--- config.mk ---
export PLATFORM = sky130hd
export DESIGN_NAME = multicycle_controller
export DESIGN_NICKNAME = d
export VERILOG_FILES = /design/src/rtl/multicycle_controller.sv
export SDC_FILE = /design/constraint.sdc
export NUM_CORES = 1
export LEC_CHECK = 0
export CORE_MARGIN = 2
export CORE_UTILIZATION = 37
export CTS_CLUSTER_SIZE = 10
export DETAILED_ROUTE_END_ITERATION = 8
export PLACE_DENSITY = 0.73
export SKIP_LAST_GASP = 1
export SYNTH_ARGS = -nofsm -noshare
export SYNTH_HDL_FRONTEND = slang
export SYNTH_SLANG_ARGS = --single-unit
export TNS_END_PERCENT = 10
--- constraint.sdc ---
create_clock -name clk -period 1.82 [get_ports clk]
set_clock_uncertainty 0.2 [all_clocks]
set_input_delay 0.182 -clock clk [delete_from_list [all_inputs] [get_ports clk]]
set_output_delay 0.182 -clock clk [all_outputs]
set_load 0.02 [all_outputs]
--- src/rtl/multicycle_controller.sv ---
// multicycle_controller
//   Main control FSM plus ALU decoder for a shared-memory multicycle MIPS
//   datapath. One instruction takes 3-5 states. FETCH, MEMRD and MEMWR stall
//   on the memory ready handshake.
//
// Parameters
//   MEM_HS     1: memory states wait for mem_ready; 0: mem_ready treated as 1
//
// Ports
//   clk, reset           rising-edge clock, async active-high reset
//   op, funct            opcode / function field from the held IR
//   zero                 ALU zero flag (used in BRANCHEX)
//   mem_ready            memory completes the current access this cycle
//   pcen .. memtoreg     datapath enables and mux selects
//   alucontrol           ALU operation
//   state                current FSM state (debug)
//   illegal              one-cycle pulse in DECODE on unsupported op/funct
module multicycle_controller #(
  parameter bit MEM_HS = 1'b1
) (
  input  logic       clk,
  input  logic       reset,
  input  logic [5:0] op,
  input  logic [5:0] funct,
  input  logic       zero,
  input  logic       mem_ready,
  output logic       pcen,
  output logic       irwrite,
  output logic       regwrite,
  output logic       memread,
  output logic       memwrite,
  output logic       iord,
  output logic       alusrca,
  output logic [1:0] alusrcb,
  output logic [1:0] pcsrc,
  output logic       regdst,
  output logic       memtoreg,
  output logic [2:0] alucontrol,
  output logic [3:0] state,
  output logic       illegal
);

  typedef enum logic [3:0] {
    FETCH    = 4'd0,
    DECODE   = 4'd1,
    MEMADR   = 4'd2,
    MEMRD    = 4'd3,
    MEMWB    = 4'd4,
    MEMWR    = 4'd5,
    RTYPEEX  = 4'd6,
    RTYPEWB  = 4'd7,
    BRANCHEX = 4'd8,
    ADDIEX   = 4'd9,
    ADDIWB   = 4'd10,
    JEX      = 4'd11,
    JREX     = 4'd12
  } state_t;

  localparam logic [5:0] OP_RTYPE = 6'b000000;
  localparam logic [5:0] OP_LW    = 6'b100011;
  localparam logic [5:0] OP_SW    = 6'b101011;
  localparam logic [5:0] OP_BEQ   = 6'b000100;
  localparam logic [5:0] OP_BNE   = 6'b000101;
  localparam logic [5:0] OP_ADDI  = 6'b001000;
  localparam logic [5:0] OP_J     = 6'b000010;

  localparam logic [5:0] F_ADD = 6'b100000;
  localparam logic [5:0] F_SUB = 6'b100010;
  localparam logic [5:0] F_AND = 6'b100100;
  localparam logic [5:0] F_OR  = 6'b100101;
  localparam logic [5:0] F_SLT = 6'b101010;
  localparam logic [5:0] F_SLL = 6'b000000;
  localparam logic [5:0] F_JR  = 6'b001000;

  localparam logic [2:0] ALU_ADD = 3'b010;
  localparam logic [2:0] ALU_SUB = 3'b110;
  localparam logic [2:0] ALU_AND = 3'b000;
  localparam logic [2:0] ALU_OR  = 3'b001;
  localparam logic [2:0] ALU_SLT = 3'b111;
  localparam logic [2:0] ALU_SLL = 3'b011;

  state_t     cur, nxt;
  logic       rdy;
  logic       is_lw_q;   // load vs store, captured in DECODE
  logic       is_bne_q;  // bne vs beq, captured in DECODE
  logic [2:0] rt_alu;
  logic       rt_known;

  // With the handshake disabled every memory access completes in one cycle.
  assign rdy   = MEM_HS ? mem_ready : 1'b1;
  assign state = cur;

  // R-type function decoder. Unknown functs fall back to add; DECODE flags them.
  always_comb begin
    rt_alu   = ALU_ADD;
    rt_known = 1'b1;
    case (funct)
      F_ADD:   rt_alu = ALU_ADD;
      F_SUB:   rt_alu = ALU_SUB;
      F_AND:   rt_alu = ALU_AND;
      F_OR:    rt_alu = ALU_OR;
      F_SLT:   rt_alu = ALU_SLT;
      F_SLL:   rt_alu = ALU_SLL;
      default: rt_known = 1'b0;
    endcase
  end

  always_ff @(posedge clk or posedge reset) begin
    if (reset) begin
      cur      <= FETCH;
      is_lw_q  <= 1'b0;
      is_bne_q <= 1'b0;
    end else begin
      cur <= nxt;
      // op is only trusted in DECODE; later states use the captured flavour.
      if (cur == DECODE) begin
        is_lw_q  <= (op == OP_LW);
        is_bne_q <= (op == OP_BNE);
      end
    end
  end

  always_comb begin
    nxt        = cur;
    pcen       = 1'b0;
    irwrite    = 1'b0;
    regwrite   = 1'b0;
    memread    = 1'b0;
    memwrite   = 1'b0;
    illegal    = 1'b0;
    iord       = 1'b0;
    alusrca    = 1'b0;
    alusrcb    = 2'b01;
    pcsrc      = 2'b00;
    regdst     = 1'b0;
    memtoreg   = 1'b0;
    alucontrol = ALU_ADD;
    case (cur)
      FETCH: begin
        memread = 1'b1;
        pcen    = rdy;
        irwrite = rdy;
        if (rdy) nxt = DECODE;
      end
      DECODE: begin
        // Branch target PC+4+(imm<<2) lands in ALUOut for BRANCHEX.
        alusrcb = 2'b11;
        if (op == OP_LW || op == OP_SW) begin
          nxt = MEMADR;
        end else if (op == OP_RTYPE) begin
          if (funct == F_JR) begin
            nxt = JREX;
          end else begin
            nxt     = RTYPEEX;
            illegal = ~rt_known;
          end
        end else if (op == OP_BEQ || op == OP_BNE) begin
          nxt = BRANCHEX;
        end else if (op == OP_ADDI) begin
          nxt = ADDIEX;
        end else if (op == OP_J) begin
          nxt = JEX;
        end else begin
          illegal = 1'b1;
          nxt     = FETCH;
        end
      end
      MEMADR: begin
        alusrca = 1'b1;
        alusrcb = 2'b10;
        nxt     = is_lw_q ? MEMRD : MEMWR;
      end
      MEMRD: begin
        memread = 1'b1;
        iord    = 1'b1;
        if (rdy) nxt = MEMWB;
      end
      MEMWB: begin
        regwrite = 1'b1;
        memtoreg = 1'b1;
        nxt      = FETCH;
      end
      MEMWR: begin
        memwrite = 1'b1;
        iord     = 1'b1;
        if (rdy) nxt = FETCH;
      end
      RTYPEEX: begin
        alusrca    = 1'b1;
        alusrcb    = 2'b00;
        alucontrol = rt_alu;
        nxt        = RTYPEWB;
      end
      RTYPEWB: begin
        regwrite = 1'b1;
        regdst   = 1'b1;
        nxt      = FETCH;
      end
      BRANCHEX: begin
        alusrca    = 1'b1;
        alusrcb    = 2'b00;
        alucontrol = ALU_SUB;
        pcsrc      = 2'b01;
        pcen       = is_bne_q ? ~zero : zero;
        nxt        = FETCH;
      end
      ADDIEX: begin
        alusrca = 1'b1;
        alusrcb = 2'b10;
        nxt     = ADDIWB;
      end
      ADDIWB: begin
        regwrite = 1'b1;
        nxt      = FETCH;
      end
      JEX: begin
        pcsrc = 2'b10;
        pcen  = 1'b1;
        nxt   = FETCH;
      end
      JREX: begin
        pcsrc = 2'b11;
        pcen  = 1'b1;
        nxt   = FETCH;
      end
      default: nxt = FETCH;  // unused codes recover with strobes low
    endcase
    // Strobes must be quiet while reset is held, even though the state is FETCH.
    if (reset) begin
      pcen     = 1'b0;
      irwrite  = 1'b0;
      regwrite = 1'b0;
      memread  = 1'b0;
      memwrite = 1'b0;
      illegal  = 1'b0;
    end
  end

endmodule

# --- After elaboration in Yosys (flattened, before gate mapping) ---
# Index checks and enable logic that the tools add are counted.
# Widths: inputs -> output; s select.
totals:
  in_bits: 16
  regBits: 6
  output_inout_bits: 21
  elab_cells: 85
op_classes:
  reduce_logical: 14
  bitwise_logic: 2
  eq_ne: 27
  muxes: 39
ops:
  columns: ["op", "n"]
  rows:
  - ["$eq 6x6->1 const B", 7]
  - ["$mux 4", 9]
  - ["$pmux 4 s7", 1]
  - ["$mux 1", 23]
  - ["$eq 4x4->1 const B", 5]
  - ["$eq 4x3->1 const B", 4]
  - ["$pmux 3 s5", 1]
  - ["$eq 6x3->1 const B", 2]
  - ["$eq 6x4->1 const B", 2]
  - ["$logic_not 6->1", 2]
  - ["$pmux 2 s3", 2]
  - ["$reduce_or 2->1", 5]
  - ["$eq 4x2->1 const B", 2]
  - ["$eq 6x2->1 const B", 1]
  - ["$ne 2x2->1 const B", 3]
  - ["$pmux 3 s2", 1]
  - ["$reduce_or 6->1", 1]
  - ["$eq 4x1->1 const B", 1]
  - ["$logic_not 4->1", 1]
  - ["$reduce_or 4->1", 1]
  - ["$mux 3", 1]
  - ["$pmux 1 s3", 1]
  - ["$reduce_and 3->1", 1]
  - ["$reduce_or 3->1", 1]
  - ["2 further kinds", 4]

# --- Logic depth before layout (Yosys ltp) ---
# Gate-level depths: netlist of the first run.
depth:
  depth_word: 9
  depth_mapped: 6
  depth_no_buf: 4

# --- Worst setup path after synthesis of the first run ---
# OpenSTA, ideal clock, no wires.
synth_path:
  path_type: "register to output"
  startpoint: "register cur[2], in the netlist state[2]"
  endpoint: "output illegal"
  required_ns: 1.438
  path_buffers: 2
  setup_slack_ns: -0.344
  t_arrival_ns: 1.782
  stages_incl_launch_ff: 7
  cell_sequence: "dfrtp_1 -> buf_6 -> or4b_1 -> buf_2 -> nor2_1 -> nand4_1 -> o21ai_1"
synth_between:
  elab_chain_cells: 3
synth_rtl:
  columns: ["element", "line", "source"]
  rows:
  - ["start, declared", "82", "state_t cur, nxt;"]
  - ["start signal, assigned", "114", "cur <= nxt;"]
  - ["$eq 4x1->1", "138", "case (cur)"]
  - ["$mux 1", "138", null]
  - ["$mux 1", "229", "if (reset) begin"]
  - ["end, declared", "40", "output logic illegal"]
# No other way between the ends.

# --- Final worst setup path of the first run ---
# Ends and elaborated chain as after synthesis.

==> results.py, run 1 <==
metrics = {
    "power": {
        "swShare": 0.448,
        "power.ir.vdd_worst_mv": 0.562,
        "p_int_uw": 670,
        "seqPwrFrac": 0.144,
        "p_comb_frac": 0.748,
        "cellPowerDensity_mw_per_mm2": 860,
        "p_sw_uw": 545,
        "clkPwrFrac": 0.108,
        "p_leak_uw": 0.000621,
    },
    "timing": {
        "fin_crit_ns": 2.08,
        "max_freq_mhz": 480,
        "worst_pin_slew_ns": 0.337,
        "whs_ns": 0.209,
        "setup_slack_ns": -0.265,
        "hold_viol_final": 0,
        "fin_crit_sh": 1.15,
        "slew-limit-headroom": 0.773,
        "setup_viol": 23,
        "grt_setup_unrepaired": "yes",
        "slew_viol_final": 0,
    },
    "placed_design": {
        "numPlacedInstances": 196,
        "io_buffers": 36,
        "place_ws_ns": -0.758,
        "dp_hpwl_um": 2080,
        "place_congestion": 0.872,
    },
    "critical_path": {
        "cp_max_fo": 2,
        "crit_type": "flip-flop to output port",
        "worstReg2RegStart": "state[2]",
        "startpoint": "state[2]",
        "path_delay_family": "simple AND/OR/NAND/NOR gates",
        "setup.worst_path.start_class": "flip-flop",
        "end_kind": "output port",
        "timing.critical_path.buf_inv": 1,
        "cp.required_ns": 1.44,
        "slowest_stage": "or4b_4",
        "cp_cell_sequence": "or4b_4, nor2_4, nand4_1, o21ai_2, buf_6",
        "crit_arrival_ns": 1.70,
        "slowest_delay_ns": 0.56,
    },
    "global_route": {
        "grt_max_degree": 24,
        "antenna_found_initial": 0,
        "grt_pass1_vias": 1006,
        "grt_usage": 0.217,
        "grt_pass1_wl_um": 4380,
        "grt-ovfl-total": 0,
    },
    "floorplan": {
        "die_w_um": 50.3,
        "start_util": 0.400,
        "rows": 16,
        "dieArea_mm2": 0.00253,
        "ios": 37,
        "die_h_um": 50.3,
        "core_area_mm2": 0.00198,
    },
    "detailed_routing": {
        "wl_um": 2600,
        "via_per_inst": 5.34,
        "route.detailed.drc": 0,
        "dr_total_vias": 1073,
        "drt_iter0_markers": 35,
        "drt-pass1-iter-count": 4,
        "wl_per_cell_um": 12.9,
        "antenna_left": 0,
    },
    "synthesis": {
        "ys.warnings.count": 0,
        "synth_area_um2": 792,
        "syn_nets": 128,
        "syn_inst": 112,
        "seq_area_frac_synth": 0.190,
        "yosys_register_bits": 6,
        "syn_avg_cell_area_um2": 7.07,
        "ys.flop_type": "dfrtp_1",
        "synth_edf_count": 0,
        "ys_types": 44,
        "synth-async-reset-ratio": 1.00,
    },
    "clock_network": {
        "cts_tree": "done",
        "cts_hold_buffers": 0,
        "clkTransAtPathRegs_ns": 0.05,
        "cts_made_buffers": 3,
        "insertion_delay_ns": 0.24,
        "clock_sinks": 6,
        "cts_root_buffer": "clkbuf_4",
        "cts_buffer_depth": 2,
        "htreeDepth": 1,
    },
    "layout": {
        "finish.utilization": 0.713,
        "final.fill_count": 177,
        "diodes": 0,
        "stdcell_count": 201,
        "layout-drive-gt1-share": 0.293,
        "final_common_cell": "buf_4",
        "final_nets": 191,
        "area_growth_syn_to_layout_pct": 78.4,
        "mostFrequentLayoutCells": "29 x buf_4, 16 x clkdlybuf4s50_1, 13 x dlygate4sd2_1, 12 x nand2_1, 11 x nor2_1",
    },
    "run_status": {
        "violations": "negative setup slack",
        "status": "complete, but fails checks",
    },
    "flow_run": {
        "maxCapViolCount": 0,
    },
    "hold_path": {
        "hold_path.class": "input port to async pin",
    },
}
## logic make-up after synthesis
family / after synthesis / synth area share
DFF: 6 / 0.190
and+or+nand+nor: 62 / 0.430
xor gates and xnor gates: 4 / 0.0442
buffers and inverters: 11 / 0.0663
AOI/OAI and AO/OA: 27 / 0.243
muxes: 2 / 0.0269
## registers in the layout (all words and copies together), names as in the netlist
register  flops
state         4
is_bne_q      1
is_lw_q       1
## power by group through the flow
stage                     Clock (uW)  Combinational, uW  Sequential, uW
final                            131                909             175
after global routing             142                979             179
after CTS                        131                856             177
after detailed placement           0                877             177
after global placement             0                862             173
after floorplan                    0                476             212
## timing repair
item                                    CTS  global route
endpoints found under the setup margin   25            25
pin swaps                                 7             2
buffers inserted                          0             1
endpoints found under the hold margin     0             0
resized for setup                        36            12
## cells in the mapped netlist (3+ instances only)
library cell  number  area share
nor3_1             8       0.051
buf_2              3       0.019
nand2_1           13       0.062
nor2b_1            4       0.032
nand2b_1           5       0.039
inv_1              4       0.019
dfrtp_1            6        0.19
o21ai_0            3       0.019
nor2_1            13       0.062
xor2_1             3       0.033
a21oi_1            7       0.044
nor4_1             3       0.024
a31oi_1            3       0.024
## metrics by stage
| step | power, uW | instance area, um^2 | TNS [ns] |
|---|---|---|---|
| 2_1_floorplan | 687 | 816 | -0.864 |
| 3_3_place_gp | 1040 | 1380 | -5.48 |
| 3_5_place_dp | 1050 | 1380 | -6.06 |
| 4_1_cts | 1160 | 1390 | -3.48 |
| 5_1_grt | 1300 | 1410 | -4.74 |
| 6_report | 1210 | 1410 | -2.71 |
## cell type report
cell class	count	area, um^2	share of cell area
flip-flops and latches	6	151	0.107
clock buffers	4	26.3	0.0186
well taps	27	33.8	0.0239
inverters	4	15.0	0.0106
multi-input cells	95	626	0.443
repair buffers	65	561	0.397
## routing by layer
metal / vias up / track usage / wire, um
li1: 539 / - / -
met1: 495 / 0.295 / 1140
met2: 33 / 0.351 / 1290
met3: 6 / 0.0238 / 110
met4: 0 / 0.0833 / 59
met5: - / 0 / 0
## tightest hold or removal path, delay by kind of cell
| kind | cells | cell delay (ns) |
|---|---|---|
| buffers and inverters | 4 | 0.80 |
## worst paths after layout
path,endpoint,slack (ns),cells past startpoint
max,illegal,-0.26,5
min,state[0],0.21,4
max reg2reg,state[3],-0.16,6
min reg2reg,is_bne_q,0.32,2
max in group asynchronous,state[2],1.09,4
min in group clk,is_bne_q,0.31,4
Note: power is estimated with default switching activity, not from simulation.
==> inputs of run 2 (changes only) <==
- GPL_TIMING_DRIVEN: default -> 0
==> results.py, run 2 (synthesis results as in run 1) <==
metrics = {
    "timing": {
        "fin_crit_sh": 1.18,
        "fin_crit_ns": 2.14,
        "max_freq_mhz": 467,
        "worst_pin_slew_ns": 0.381,
        "whs_ns": 0.234,
        "tns_ns": -3.67,
        "grt_setup_unrepaired": "yes",
        "slew_viol_final": 0,
        "setup_viol": 20,
        "slew-limit-headroom": 0.744,
        "setup_slack_ns": -0.320,
        "hold_viol_final": 0,
    },
    "global_route": {
        "grt_usage": 0.209,
        "antenna_found_initial": 0,
        "grt_pass1_vias": 926,
        "grt_pass1_wl_um": 4080,
        "grt_max_degree": 11,
        "grt-ovfl-total": 0,
    },
    "detailed_routing": {
        "drt-pass1-iter-count": 4,
        "drt_iter0_markers": 15,
        "dr_total_vias": 1022,
        "wl_per_cell_um": 13.7,
        "wl_um": 2560,
        "route.detailed.drc": 0,
        "antenna_left": 0,
        "via_per_inst": 5.47,
    },
    "run_status": {
        "violations": "negative setup slack",
        "status": "complete, but fails checks",
    },
    "hold_path": {
        "hold_path.class": "input port to flip-flop",
    },
    "power": {
        "p_int_uw": 628,
        "p_comb_frac": 0.720,
        "p_leak_uw": 0.000560,
        "clkPwrFrac": 0.116,
        "p_sw_uw": 540,
        "power.ir.vdd_worst_mv": 0.473,
        "cellPowerDensity_mw_per_mm2": 909,
        "swShare": 0.463,
        "seqPwrFrac": 0.164,
    },
    "placed_design": {
        "io_buffers": 36,
        "place_congestion": 0.832,
        "dpl_cell_area_mm2": 0.00121,
        "dp_hpwl_um": 1870,
        "numPlacedInstances": 175,
    },
    "floorplan": {
        "dieArea_mm2": 0.00253,
        "die_w_um": 50.3,
        "start_util": 0.400,
        "core_area_mm2": 0.00198,
        "ios": 37,
        "rows": 16,
        "die_h_um": 50.3,
    },
    "critical_path": {
        "worstReg2RegStart": "state[1]",
        "crit_type": "flip-flop to output port",
        "r2r_slack_ns": -0.07,
        "crit_arrival_ns": 1.76,
        "end_kind": "output port",
        "cp_max_fo": 4,
        "cp.required_ns": 1.44,
        "critPathCapture": "illegal",
        "timing.rr.end": "state[3]",
        "startpoint": "state[1]",
        "setup.worst_path.start_class": "flip-flop",
        "r2r_cells": 5,
    },
    "layout": {
        "mostFrequentLayoutCells": "17 x dlygate4sd2_1, 16 x clkdlybuf4s50_1, 13 x nand2_1, 13 x buf_4, 12 x nor2_1",
        "finish.utilization": 0.648,
        "final_common_cell": "dlygate4sd2_1",
        "stdcell_count": 187,
        "area_growth_syn_to_layout_pct": 62.2,
        "diodes": 0,
        "final_nets": 177,
        "largest_reg_flops": 4,
        "design_area_mm2": 0.00128,
        "layout-drive-gt1-share": 0.219,
    },
    "clock_network": {
        "clkTransAtPathRegs_ns": 0.05,
        "clock_sinks": 6,
        "cts_buffer_depth": 2,
        "cts_root_buffer": "clkbuf_4",
        "cts_made_buffers": 3,
        "insertion_delay_ns": 0.25,
        "cts_tree": "done",
        "htreeDepth": 1,
    },
    "flow_run": {
        "maxCapViolCount": 0,
    },
}
-- run 2: cell types whose count changed in the layout (fill, tap and decap cells not counted), moves of 2 or more --
cell	change
dlygate4sd2_1	+4
dfrtp_1	-2
clkdlybuf4s15_1	-3
dfrtp_2	+2
buf_4	-16
clkbuf_2	+2
-- run 2: worst min path at each step --
| stage | startpoint | slack [ns] | to | cells after the start |
|---|---|---|---|---|
| CTS | op[2] | 0.23 | is_bne_q | 3 |
| global placement | is_bne_q | 0.29 | is_bne_q | 2 |
| finish | op[2] | 0.23 | is_bne_q | 3 |
| global route | op[2] | 0.26 | is_bne_q | 3 |
| detailed placement | is_bne_q | 0.30 | is_bne_q | 2 |
| floorplan | reset | -0.22 | is_bne_q | 1 |
-- run 2: critical path, stage by stage, from the launching register on --
cell and delay (ns):
dfrtp_1 0.41, or4b_4 0.57, nor2_4 0.11, nand4_1 0.12, o21ai_2 0.17, buf_6 0.13
-- run 2: final cells by class --
type,instances,area [um^2]
repair buffers,46,410
flip-flops and latches,6,154
well taps,27,33.8
clock buffers,4,26.3
inverters,4,15.0
multi-input cells,95,612
plain buffers,5,33.8
fillers,176,697
-- run 2: per-stage QoR --
| stage | setup slack, ns | total power [uW] |
|---|---|---|
| final | -0.320 | 1170 |
| after global routing | -0.408 | 1240 |
| after CTS | -0.364 | 1170 |
| after detailed placement | -0.984 | 986 |
| after global placement | -0.958 | 978 |
| after floorplan | -0.208 | 687 |
-- run 2: per-layer routing --
| layer | routed length [um] | GRT usage | up-vias |
|---|---|---|---|
| met5 | 0 | 0 | - |
| met3 | 123 | 0.0268 | 4 |
| met1 | 1090 | 0.254 | 467 |
| met4 | 29 | 0.0463 | 0 |
| li1 | - | - | 512 |
| met2 | 1310 | 0.386 | 39 |
-- run 2: repair_timing --
item	4_1_cts	5_1_grt
setup endpoints to repair	21	20
gates resized for setup	36	9
hold buffers	0	0
pin swaps	7	4
buffers inserted	9	1
-- run 2: power groups by stage --
stage | sequential, uW | combinational, uW | clock, uW
global placement | 195 | 783 | 0
floorplan | 212 | 476 | 0
CTS | 186 | 848 | 135
finish | 192 | 841 | 136
global route | 195 | 899 | 148
detailed placement | 196 | 791 | 0
